===== src/rtl/nibble_dot_mac.sv =====
// Nibble-serial loader for two DATA_W-bit vectors followed by a sequential
// one-element-per-cycle multiply-accumulate that holds its last result.
module nibble_dot_mac #(
    parameter int DATA_W = 8,
    parameter int NIB_W  = 4,
    parameter int DEPTH  = 4,
    parameter int SIGNED = 0,
    parameter int ACC_W  = 2 * DATA_W + $clog2(DEPTH)
) (
    input  logic             clk,
    input  logic             rst_n,
    input  logic             in_valid,
    input  logic             in_sel,
    input  logic [NIB_W-1:0] in_nibble,
    output logic             in_ready,
    input  logic             clr_ptr,
    input  logic             start,
    output logic             busy,
    output logic             done,
    output logic [ACC_W-1:0] result,
    output logic [1:0]       state_dbg
);
    localparam int NPE   = DATA_W / NIB_W;
    localparam int PTR_W = $clog2(DEPTH);
    localparam int K_W   = (NPE > 1) ? $clog2(NPE) : 1;
    localparam logic [K_W-1:0]   K_LAST   = K_W'(NPE - 1);
    localparam logic [PTR_W-1:0] PTR_LAST = PTR_W'(DEPTH - 1);

    typedef enum logic [1:0] {
        S_LOAD    = 2'd0,
        S_COMPUTE = 2'd1,
        S_DONE    = 2'd2
    } state_t;

    state_t             state;
    logic [DATA_W-1:0]  vec_a [DEPTH];
    logic [DATA_W-1:0]  vec_b [DEPTH];
    logic [PTR_W-1:0]   ptr_a, ptr_b, idx;
    logic [K_W-1:0]     k_a, k_b;
    logic [ACC_W-1:0]   acc, prod, acc_next;

    function automatic logic [ACC_W-1:0] ext(input logic [DATA_W-1:0] v);
        if (SIGNED != 0) return ACC_W'($signed(v));
        else             return ACC_W'(v);
    endfunction

    // Handshake: a nibble transfers on any clk edge where in_valid && in_ready;
    // in_ready depends only on state, start and clr_ptr, never on in_valid.
    assign in_ready  = (state == S_LOAD) && !start && !clr_ptr;
    assign state_dbg = state;

    // Product is taken at full accumulator width so wrap is modulo 2^ACC_W.
    always_comb begin
        prod     = ext(vec_a[idx]) * ext(vec_b[idx]);
        acc_next = acc + prod;
    end

    always_ff @(posedge clk) begin
        if (!rst_n) begin
            state  <= S_LOAD;
            for (int i = 0; i < DEPTH; i++) begin
                vec_a[i] <= '0;
                vec_b[i] <= '0;
            end
            ptr_a  <= '0;
            ptr_b  <= '0;
            k_a    <= '0;
            k_b    <= '0;
            idx    <= '0;
            acc    <= '0;
            result <= '0;
            busy   <= 1'b0;
            done   <= 1'b0;
        end else begin
            done <= 1'b0;
            case (state)
                S_LOAD: begin
                    if (start) begin
                        state <= S_COMPUTE;
                        busy  <= 1'b1;
                        acc   <= '0;
                        idx   <= '0;
                        ptr_a <= '0;
                        ptr_b <= '0;
                        k_a   <= '0;
                        k_b   <= '0;
                    end else if (clr_ptr) begin
                        ptr_a <= '0;
                        ptr_b <= '0;
                        k_a   <= '0;
                        k_b   <= '0;
                    end else if (in_valid) begin
                        if (in_sel) begin
                            vec_a[ptr_a][int'(k_a) * NIB_W +: NIB_W] <= in_nibble;
                            if (k_a == K_LAST) begin
                                k_a   <= '0;
                                ptr_a <= (ptr_a == PTR_LAST) ? '0 : ptr_a + 1'b1;
                            end else begin
                                k_a <= k_a + 1'b1;
                            end
                        end else begin
                            vec_b[ptr_b][int'(k_b) * NIB_W +: NIB_W] <= in_nibble;
                            if (k_b == K_LAST) begin
                                k_b   <= '0;
                                ptr_b <= (ptr_b == PTR_LAST) ? '0 : ptr_b + 1'b1;
                            end else begin
                                k_b <= k_b + 1'b1;
                            end
                        end
                    end
                end
                S_COMPUTE: begin
                    acc <= acc_next;
                    idx <= idx + 1'b1;
                    if (idx == PTR_LAST) begin
                        // Result is published on the same edge so it is visible with done.
                        state  <= S_DONE;
                        result <= acc_next;
                        done   <= 1'b1;
                        busy   <= 1'b0;
                        idx    <= '0;
                    end
                end
                S_DONE:  state <= S_LOAD;
                default: state <= S_LOAD;
            endcase
        end
    end
endmodule


===== config.mk =====
export PLATFORM = sky130hd
export DESIGN_NAME = nibble_dot_mac
export DESIGN_NICKNAME = d
export VERILOG_FILES = /design/src/rtl/nibble_dot_mac.sv
export SDC_FILE = /design/constraint.sdc
export NUM_CORES = 1
export LEC_CHECK = 0
export BUFFER_PORTS_ARGS = -buffer_cell sky130_fd_sc_hd__buf_2
export CAP_MARGIN = 0
export CORE_UTILIZATION = 56
export DETAILED_ROUTE_END_ITERATION = 8
export PLACE_DENSITY = 0.76
export REMOVE_ABC_BUFFERS = 1
export SLEW_MARGIN = 20
export SYNTH_ARGS = -nofsm -noshare
export SYNTH_HDL_FRONTEND = slang
export SYNTH_SLANG_ARGS = --single-unit

===== constraint.sdc =====
create_clock -name clk -period 5.1 [get_ports clk]
set_clock_uncertainty 0.05 [all_clocks]
set_input_delay 0.255 -clock clk [delete_from_list [all_inputs] [get_ports clk]]
set_output_delay 0.255 -clock clk [all_outputs]
set_load 0.1 [all_outputs]

==> out/results.ini <==
[routing]
vias = 6287
route.detailed.drc = 0
drt-total-wl_um = 21500
drtPass1Iterations = 6
wl_per_cell_um = 21.0
ant_nets = 0
viasPerCell = 6.13
drt-initial-drc-count = 542

[yosys]
syn_avg_cell_area_um2 = 10.1
synth_area_um2 = 7490
ys_ff_latch = 114
synth_top_area_share = 0.256
ys_seq_area_frac = 0.390
synthCells = 742
synth_edf_count = 64
synthTopCellsByArea = edfxtp_1 26%, dfxtp_1 13%, fa_1 13%
synth_flop_cell = edfxtp_1
yosysTopAreaCell = edfxtp_1
ys.warnings.count = 0
synth_cell_types = 62
ys_async_sr_fraction = 0

[placed_design]
placed_area_um2 = 8110
place_ws_ns = -0.264
io_buffer_count = 32
dp_hpwl_um = 13000
place_congestion = 0.867

[layout]
mostFrequentLayoutCells = 86 x inv_1, 68 x nand2_1, 64 x edfxtp_1
fill_cells = 764
area_growth_pct = 27.3
fin_nets = 942
diodes = 0
finish.instance_area_um2 = 9540
final_common_cell = inv_1
drive_above_1_share = 0.290

[setup_path]
cp.arrival_ns = 5.57
critPathLaunchType = flip-flop
path_cells = buf_12 -> buf_6 -> mux4_2 -> and2_4 -> fa_1 -> fa_1 -> ha_1 -> fa_1 -> inv_1 -> fa_2 -> nor2b_4 -> o2111ai_4 -> a211oi_4 -> nor3_4 -> or4_4 -> nand4_1
cp_max_fo = 7
worst_path_max_delay_cell = mux4_2
crit_type = reg -> reg
required_ns = 5.41
critPathMaxStageDelay_ns = 0.63
end_kind = flip-flop
crit_top_cell = fa_1

[pwr]
power.density_nw_per_um2 = 409
pwr-share-comb = 0.400
swShare = 0.347
intPower_mw = 2.55
clkPwrFrac = 0.331
peakVddDrop_uv = 288
p_sw_mw = 1.35
power_frac_seq = 0.269
p_leak_nw = 4.12
power_mw = 3.90

[floorplanning]
boundaryPins = 33
die_area_um2 = 13800
core_area_um2 = 12800
std_cell_rows = 41
start_util = 0.584
die_w_um = 118
die_h_um = 118

[timing]
worst_slack_ns = -0.155
grt_setup_unrepaired = yes
final_max_slew_viol_count = 0
period_minus_slack_ns = 5.26
hold_viol = 0
setup_viol = 10
worstMarginPinSlew_ns = 0.850
max_freq_ghz = 0.190
min_period_over_period = 1.03
setup_tns_ns = -0.942
relSlewSlack = 0.433

[cts]
cts_max_level = 4
cts_root_buf = clkbuf_16
clk_latency_ns = 0.42
cts.sinks = 114
ctsLongestPathBuffers = 2
clk_pin_slew_ns = 0.06
numCtsBuffers = 17
cts_tree = yes
holdBufCountCts = 0

[global_route]
grt_pass1_vias = 6081
grt_use_total = 0.289
grt_max_degree = 36
grt_pass1_wl_um = 30600
grt_antenna_before_repair = 0
grt_overflow = 0

[flow_run]
drv_cap = 0

[worst_hold_path]
hold_path.class = in -> reg

[run_status]
violations = setup timing
status = finished, violations left

==> final cells by class <==
cell class,count,area (um^2),share of cell area
Multi-Input combinational cell,497,4510,0.472
Sequential cell,114,2930,0.307
Tap cell,172,215,0.0226
Clock buffer,18,429,0.0450
Inverter,102,383,0.0401
Clock inverter,14,205,0.0215
Timing Repair Buffer,109,873,0.0916
==> worst max-delay path: cells and delay by family (launching register included) <==
| kind | cells | cell delay, ns |
|---|---|---|
| AOI/OAI and AO/OA | 2 | 0.48 |
| adders and majority gates | 5 | 2.23 |
| buffers and inverters | 3 | 0.33 |
| DFF | 1 | 0.39 |
| muxes | 1 | 0.63 |
| and+or+nand+nor | 5 | 1.08 |
==> cells in the mapped netlist, drive strengths merged, types with 20 or more instances <==
library cell   n
a21oi         30
and2          54
clkbuf        23
dfxtp         50
edfxtp        64
fa            50
ha            41
inv           98
nand2         77
nor2          51
nor3          20
o21ai         30
==> per-stage QoR <==
stage               utilization  hold WS (ns)  std cells
floorplan                     -         0.327        713
global placement          0.632         0.389        962
detailed placement        0.632         0.395        962
CTS                       0.711         0.138       1011
global route              0.744         0.167       1026
finish                    0.744         0.145       1026
==> sequential cells by signal, summed over array words and instances, names as in the netlist, 2 cells and up, named ones only <==
| signal | flops |
|---|---|
| vec_b | 32 |
| result | 18 |
| idx | 2 |
| vec_a | 32 |
| ptr_b | 2 |
| ptr_a | 2 |
| acc | 18 |
| state_dbg | 2 |
==> layer usage <==
layer	up-vias	part of all wire	track usage
li1	2731	-	-
met1	3079	0.36	0.349
met2	366	0.51	0.488
met3	111	0.076	0.0499
met4	0	0.058	0.162
met5	-	0	0
==> power groups by stage <==
| stage | Clock, mW | Sequential, mW | Combinational [mW] |
|---|---|---|---|
| 6_report | 1.29 | 1.05 | 1.56 |
| 3_3_place_gp | 0 | 1.06 | 0.986 |
| 2_1_floorplan | 0 | 1.07 | 0.665 |
| 3_5_place_dp | 0 | 1.06 | 1.02 |
| 4_1_cts | 1.28 | 1.05 | 1.21 |
| 5_1_grt | 1.32 | 1.05 | 1.66 |
==> path summary, 6_finish.rpt <==
kind,from,end,slack [ns],cells past startpoint
max,flip-flop,acc[17],-0.16,16
min,start,state_dbg[0],0.15,3
max reg2reg,flip-flop,acc[17],-0.16,16
min reg2reg,result[0],result[0],0.40,2
==> logic make-up (layout without fill, tap and decap cells) <==
kind of cell / Yosys count / in the layout / share of synthesized area
AND/OR/NAND/NOR: 275 / 275 / 0.190
AO/OA/AOI/OAI: 103 / 103 / 0.0863
buffers and inverters: 131 / 243 / 0.0673
multiplexers: 18 / 18 / 0.0508
flip-flops: 114 / 114 / 0.390
adder cells (fa/ha/maj): 91 / 91 / 0.202
XOR/XNOR: 10 / 10 / 0.0135
==> timing repair <==
item / in CTS / in global routing
cloned: 1 / 0
setup buffers: 16 / 16
gates resized for setup: 57 / 84
endpoints found under the setup margin: 18 / 19
pin swaps: 41 / 57
hold endpoints to repair: 0 / 0
Note: power is estimated with default switching activity, not from simulation.
